[src/rtl/mux_arb.sv]
// Two-port packet arbiter for a 2:1 flit mux: locks one port from HEAD through TAIL,
// round-robin between simultaneous heads, and reports packet length and protocol errors.
module mux_arb #(
  parameter int unsigned TYPEW = 2,
  parameter int unsigned LENW  = 8
) (
  input  logic             clk,
  input  logic             rst_,
  input  logic             ivalid_0,
  input  logic [TYPEW-1:0] itype_0,
  input  logic             ivalid_1,
  input  logic [TYPEW-1:0] itype_1,
  input  logic             ordy,
  output logic [4:0]       sel,
  output logic             igrant_0,
  output logic             igrant_1,
  output logic             obusy,
  output logic [LENW-1:0]  olast_len,
  output logic             oerr
);

  localparam logic [TYPEW-1:0] TypeNone = TYPEW'(0);
  localparam logic [TYPEW-1:0] TypeHead = TYPEW'(1);
  localparam logic [TYPEW-1:0] TypeData = TYPEW'(2);
  localparam logic [TYPEW-1:0] TypeTail = TYPEW'(3);
  localparam logic [LENW-1:0]  LenMax   = '1;

  typedef enum logic [1:0] {StIdle, StLock0, StLock1} state_e;

  state_e           state_q, state_d;
  logic             prio_q, prio_d;
  logic [LENW-1:0]  cnt_q, cnt_d;
  logic [LENW-1:0]  last_len_q, last_len_d;
  logic             err_q, err_d;
  logic [4:0]       sel_q, sel_d;
  logic             busy_q, busy_d;

  logic             req_0, req_1;
  logic             lock_valid;
  logic [TYPEW-1:0] lock_type;
  logic             lock_grant;
  logic             bad_idle;
  logic [LENW-1:0]  cnt_inc;

  always_comb begin
    req_0      = ivalid_0 && (itype_0 == TypeHead);
    req_1      = ivalid_1 && (itype_1 == TypeHead);
    bad_idle   = (ivalid_0 && (itype_0 != TypeHead)) || (ivalid_1 && (itype_1 != TypeHead));
    lock_valid = 1'b0;
    lock_type  = itype_0;
    unique case (state_q)
      StLock0: begin
        lock_valid = ivalid_0;
        lock_type  = itype_0;
      end
      StLock1: begin
        lock_valid = ivalid_1;
        lock_type  = itype_1;
      end
      default: ;
    endcase
    lock_grant = lock_valid && ordy;
    // Counter saturates rather than wrapping so a first-flit test on zero stays valid.
    cnt_inc    = (cnt_q == LenMax) ? cnt_q : cnt_q + LENW'(1);
  end

  // Heads are never granted in idle; the sender holds them until the lock is taken.
  assign igrant_0 = (state_q == StLock0) && ivalid_0 && ordy;
  assign igrant_1 = (state_q == StLock1) && ivalid_1 && ordy;

  always_comb begin
    state_d    = state_q;
    prio_d     = prio_q;
    cnt_d      = cnt_q;
    last_len_d = last_len_q;
    err_d      = err_q;
    unique case (state_q)
      StIdle: begin
        if (bad_idle) begin
          err_d = 1'b1;
        end
        if (req_0 && (!req_1 || !prio_q)) begin
          state_d = StLock0;
          cnt_d   = '0;
        end else if (req_1) begin
          state_d = StLock1;
          cnt_d   = '0;
        end
      end
      StLock0, StLock1: begin
        if (lock_grant) begin
          cnt_d = cnt_inc;
          if (lock_type == TypeNone) begin
            err_d = 1'b1;
          end
          if ((cnt_q == '0) && ((lock_type == TypeData) || (lock_type == TypeTail))) begin
            err_d = 1'b1;
          end
          if ((cnt_q != '0) && (lock_type == TypeHead)) begin
            err_d = 1'b1;
          end
          // Any granted tail releases the lock, even one that is itself a protocol error.
          if (lock_type == TypeTail) begin
            state_d    = StIdle;
            prio_d     = (state_q == StLock0);
            last_len_d = cnt_inc;
          end
        end
      end
      default: state_d = StIdle;
    endcase
  end

  always_comb begin
    sel_d  = 5'b00000;
    busy_d = 1'b0;
    unique case (state_d)
      StLock0: begin
        sel_d  = 5'b00001;
        busy_d = 1'b1;
      end
      StLock1: begin
        sel_d  = 5'b00010;
        busy_d = 1'b1;
      end
      default: ;
    endcase
  end

  always_ff @(posedge clk or negedge rst_) begin
    if (!rst_) begin
      state_q    <= StIdle;
      prio_q     <= 1'b0;
      cnt_q      <= '0;
      last_len_q <= '0;
      err_q      <= 1'b0;
      sel_q      <= 5'b00000;
      busy_q     <= 1'b0;
    end else begin
      state_q    <= state_d;
      prio_q     <= prio_d;
      cnt_q      <= cnt_d;
      last_len_q <= last_len_d;
      err_q      <= err_d;
      sel_q      <= sel_d;
      busy_q     <= busy_d;
    end
  end

  assign sel       = sel_q;
  assign obusy     = busy_q;
  assign olast_len = last_len_q;
  assign oerr      = err_q;

  a_grant_excl: assert property (@(posedge clk) disable iff (!rst_) !(igrant_0 && igrant_1));
  a_busy_sel:   assert property (@(posedge clk) disable iff (!rst_) obusy == (sel != 5'b00000));

endmodule

[config.mk]
export PLATFORM = sky130hd
export DESIGN_NAME = mux_arb
export DESIGN_NICKNAME = d
export VERILOG_FILES = /design/src/rtl/mux_arb.sv
export SDC_FILE = /design/constraint.sdc
export NUM_CORES = 1
export LEC_CHECK = 0
export BUFFER_PORTS_ARGS = -buffer_cell sky130_fd_sc_hd__buf_2
export CORE_UTILIZATION = 45
export DETAILED_ROUTE_END_ITERATION = 10
export GPL_ROUTABILITY_DRIVEN = 1
export PLACE_DENSITY = 0.66
export RECOVER_POWER = 50
export SYNTH_ARGS = -nofsm -noshare
export SYNTH_HDL_FRONTEND = slang
export SYNTH_SLANG_ARGS = --single-unit
[constraint.sdc]
create_clock -name clk -period 2.6 [get_ports clk]
set_input_delay 0.26 -clock clk [delete_from_list [all_inputs] [get_ports clk]]
set_output_delay 0.26 -clock clk [all_outputs]
set_load 0.02 [all_outputs]
## After elaboration in Yosys (flattened, before gate mapping)

Index checks and enable logic that the tools add are counted.

- Add/subtract/negate cells: 1
- Equality and inequality tests: 16
- Muxes and demuxes: 20
- Reductions and logical operators: 27

Operators by type and width:

| operator | number |
|---|---|
| 2-to-1 mux 8 bit | 4 |
| case mux 8 bit (2 select lines) | 1 |
| logical AND 1 bit | 12 |
| equality test 2 x 1 -> 1 bit (second input constant) | 5 |
| 2-to-1 mux 2 bit | 5 |
| adder 8 x 1 -> 8 bit (second input constant) | 1 |
| equality test 2 bit (second input constant) | 4 |
| equality test 8 bit (second input constant) | 1 |
| zero test 8 bit | 1 |
| case mux 2 bit (2 select lines) | 2 |
| nonzero test 8 bit | 1 |
| 2-to-1 mux 1 bit | 6 |
| AND reduction 3 bit | 2 |
| zero test 2 bit | 2 |
| inequality test 2 x 1 -> 1 bit (second input constant) | 2 |
| inequality test 2 bit (second input constant) | 2 |
| inequality test 4 bit (second input constant) | 1 |
| case mux 1 bit (2 select lines) | 2 |
| AND reduction 4 bit | 1 |
| OR reduction 2 bit | 2 |
| logical OR 1 bit | 3 |
| inequality test 3 bit (second input constant) | 1 |
| zero test 1 bit | 2 |
| nonzero test 2 bit | 1 |

- Bits in registers: 26
- Input bits: 9
- Output and inout port bits: 17
- Word-level logic and storage cells: 71

## Longest topological paths before layout

- Depth in word-level cells: 10
- Depth in mapped cells: 8
- Mapped depth without buffers: 8

## Worst setup path before layout

OpenSTA, ideal clock, no wires.

- Path type: register to register
- From: register state_q[0]
- To: register busy_q, in the netlist obusy
- Setup time: 113 ps
- Data arrival time: 2021 ps
- Required time: 2487 ps
- Setup slack: 467 ps
- Cell stages (with the launch flop): 9
- Path buffers: 0
- Period minus slack after synthesis: 2133 ps
- Path through: dfrtp_1 -> inv_1 -> ha_1 -> mux2i_1 -> nor4_4 -> o32a_2 -> or2_1 -> ha_1 -> inv_1

- Longest elaborated chain between the ends: 9
- Elaborated cells between the ends (all ways): 17
- Classes of those cells: eq/ne: 5; mux: 8; reduce/logical: 4

Ends and longest elaborated chain:

| item | line | text |
|---|---|---|
| start: declaration | 30 | `state_e state_q, state_d;` |
| start signal: assignment | 132 | `state_q <= StIdle;` |
| start signal: assignment | 140 | `state_q <= state_d;` |
| equality test 2 bit | 51, 77 |  |
| 2-to-1 mux 2 bit | 51 | `unique case (state_q)` |
| equality test 2 bit | 103 | `if (lock_type == TypeTail) begin` |
| 2-to-1 mux 2 bit | 103 |  |
| 2-to-1 mux 2 bit | 91 | `if (lock_grant) begin` |
| case mux 2 bit (2 select lines) * | 77 | `unique case (state_q)` |
| equality test 2 bit or equality test 2 x 1 -> 1 bit (tied branches) | 117 | `unique case (state_d)` |
| OR reduction 2 bit (no source line) * | -- |  |
| 2-to-1 mux 1 bit * | 117 |  |
| named net busy_d | 36 | `logic busy_q, busy_d;` |
| end signal: assignment | 146 | `busy_q <= busy_d;` |
| end: declaration | 36 |  |

The timed path passes the listed nets; every way through them passes the cells marked *.
A chain may end at the register's enable or synchronous reset.

## Worst setup path in the final report

Ends and elaborated chain as after synthesis.

==> flow_metrics.env <==
export IMPL_status="complete, no violations"
export IMPL_grt_usage_pct=18.9
export IMPL_ctsHoldBuffers=1
export IMPL_cts_setup_buffers=0
export IMPL_htreeDepth=1
export IMPL_wl_met3_um=150
export IMPL_portBuffers=22
export IMPL_critPathKind="flip-flop to flip-flop"
export IMPL_stdcell_area_um2=1580
export IMPL_cp_buffers_inverters=2
export IMPL_hold_violations=0
export IMPL_viasPerCell=5.53
export IMPL_cp_top_family="adder cells"
export IMPL_power_mw=1.36
export IMPL_reg2reg_depth=8
export IMPL_max_clock_path_buffers=2
export IMPL_wirelength_mm=2.91
export IMPL_die_h_um=58.5
export IMPL_ir_worst_vdd_v=0.000433
export IMPL_setup_tns_ns=0
export IMPL_dr_pass1_iters=5
export IMPL_cts_tree="yes"
export IMPL_drcViolationCount=0
export IMPL_rsz0062_at_grt="no"
export IMPL_grt_ovfl_total=0
export IMPL_final_cell_mix="23 x dfrtp_1, 14 x buf_2, 11 x inv_1"
export IMPL_clk_pin_slew_ns=0.13
export IMPL_worst_hold_path_endpoint="oerr"
export IMPL_power_internal_uw=760
export IMPL_post_route_period_util_pct=87.7
export IMPL_clk_latency_ns=0.31
export IMPL_path_max_fanout=4
export IMPL_critPathArrivalTime_ns=2.50
export IMPL_synth_area_um2=1430
export IMPL_relSlewSlack_pct=18.6
export IMPL_nets=184
export IMPL_cpPeakStageDelay_ns=0.43
export IMPL_critPathLaunchType="flip-flop"
export IMPL_slew_viol_final=0
export IMPL_p_sw_share_pct=44.0
export IMPL_start_util_pct=47.4
export IMPL_grt_pass1_vias=1104
export IMPL_worstHoldPathCells=3
export IMPL_diodes=0
export IMPL_r2r_end="obusy"
export IMPL_min_from="ivalid_0"
export IMPL_slowest_stage="dfrtp_1"
export IMPL_p_leak_nw=0.706
export IMPL_clock_fmax_mhz=439
export IMPL_numClockSinks=23
export IMPL_power_density_nw_per_um2=861
export IMPL_layout_commonest_cell="dfrtp_1"
export IMPL_cts_root_buffer="clkbuf_4"
export IMPL_initialDrtViolationCount=65
export IMPL_r2r_slack_ns=0.32
export IMPL_top_layer="met4"
export IMPL_min_path_type="primary input to flip-flop"
export IMPL_placed_area_um2=1550
export IMPL_grt_pass1_wl_mm=4.98
export IMPL_postRouteAntennaNets=0
export IMPL_core_um2=3030
export IMPL_critical_path_required_ns=2.82
export IMPL_ys_seq_area_share_pct=40.1
export IMPL_ioPinCount=26
export IMPL_worst_pin_slew_ns=1.22
export IMPL_ys_seq_elements=23
export IMPL_synth_area_per_cell_um2=9.89
export IMPL_die_area_um2=3420
export IMPL_maxCapViolations=0
export IMPL_yosysWarnings=0
export IMPL_pwr_share_comb_pct=48.9
export IMPL_p_seq_share_pct=38.7
export IMPL_post_cts_resized=0
export IMPL_fill_cells=282
export IMPL_hpwl_mm=2.17
export IMPL_crit_reg2reg_launch="state_q[0]"
export IMPL_yosysUniqueCellTypes=49
export IMPL_ys_async_sr_fraction_pct=100
export IMPL_skew_ns=0.00571
export IMPL_cp_cell_sequence="inv_1 -> ha_1 -> mux2i_1 -> nor4_4 -> o32a_2 -> or2_1 -> ha_1 -> inv_1"
export IMPL_row_count=20
export IMPL_min_period_ns=2.28
export IMPL_yosysTopAreaCell="dfrtp_1"
export IMPL_synth_top_cells_by_area="dfrtp_1 40%, ha_1 7.0%, inv_1 2.9%"
export IMPL_place_gp_congestion=0.843
export IMPL_synth_top_cell_area_share_pct=40.1
export IMPL_die_x_um=58.5
export IMPL_final_cells=210
export IMPL_setup_viol=0
export IMPL_drive_above_1_share_pct=16.3
export IMPL_synthFlopType="dfrtp_1"
export IMPL_cts_buffers=3
export IMPL_vias=1162
export IMPL_crit_path_end_kind="flip-flop"
export IMPL_antenna_found_initial=0
export IMPL_detail_route_wl_per_cell_um=13.9
export IMPL_syn_instance_count=145
export IMPL_worst_slack_ns=0.320
export IMPL_p_sw_uw=596
export IMPL_pre_cts_ws_ns=0.335
export IMPL_synth_edf_count=0
export IMPL_wl_met1_mm=1.38
export IMPL_grt_max_degree=24
export IMPL_dp_cells=205
export IMPL_wl_met2_mm=1.33
export IMPL_area_growth_pct=9.86
export IMPL_clkPwrFrac_pct=12.4
-- worst min-delay path: stages --
cell and delay [ns]:
buf_2 0.12, a221oi_1 0.08, o21bai_1 0.12
-- cell usage after synthesis (4+ instances only) --
library cell,count
ha_1,8
o21ai_0,7
nand3_1,5
mux2i_1,4
nand2_1,6
a21oi_1,5
and3_1,5
xnor2_1,4
dfrtp_1,23
inv_1,11
nor2_1,7
o211ai_1,5
buf_2,4
a31oi_1,5
-- worst max path at each step --
stage | start | end | slack [ns] | cells past startpoint
2_1_floorplan | state_q[0] | obusy | 0.47 | 8
3_5_place_dp | state_q[0] | obusy | 0.33 | 8
4_1_cts | state_q[0] | obusy | 0.32 | 8
5_1_grt | state_q[0] | obusy | 0.16 | 8
6_report | state_q[0] | obusy | 0.32 | 8
3_3_place_gp | state_q[0] | obusy | 0.44 | 8
-- power groups by stage --
stage	clock (mW)	combinational, mW	sequential, mW
CTS	0.173	0.673	0.526
finish	0.168	0.663	0.525
floorplan	0	0.383	0.625
detailed placement	0	0.666	0.534
global placement	0	0.657	0.525
global route	0.191	0.732	0.540
-- area by class of cell --
type | instances | area, um2 | share of cell area (%)
clock buffers | 4 | 26.3 | 1.67
inverters | 11 | 41.3 | 2.62
multi-input cells | 104 | 759 | 48.2
flip-flops and latches | 23 | 576 | 36.5
well taps | 44 | 55.1 | 3.49
repair buffers | 24 | 118 | 7.47
-- metal layers --
| metal | track usage, % | vias to the layer above |
|---|---|---|
| met5 | 0 | - |
| met4 | 7.48 | 0 |
| met3 | 2.86 | 12 |
| met2 | 29.7 | 46 |
| met1 | 26.4 | 537 |
| li1 | - | 567 |
-- state kept, by name (all words and copies together) (netlist names) --
signal and flops:
cnt_q 8, olast_len 8, sel 2, state_q 2
obusy 1, oerr 1, prio_q 1
-- kinds of logic (layout without fill, tap and decap cells) --
group	count (synthesis)	after routing	synth area share, %
and+or+nand+nor	43	43	17.7
AOI/OAI and AO/OA	40	40	20.9
DFF	23	23	40.1
buffers and inverters	20	39	7.42
adders and majority gates	8	8	6.98
xor gates and xnor gates	5	5	3.05
muxes	5	5	3.58
other	1	3	0.262
-- through the flow --
step	hold WS [ns]	util, %
2_1_floorplan	-0.0356	-
3_3_place_gp	0.261	51.2
3_5_place_dp	0.270	51.2
4_1_cts	0.291	52.4
5_1_grt	0.333	52.0
6_report	0.302	52.0
No activity file was read; power rests on OpenSTA's default activity.
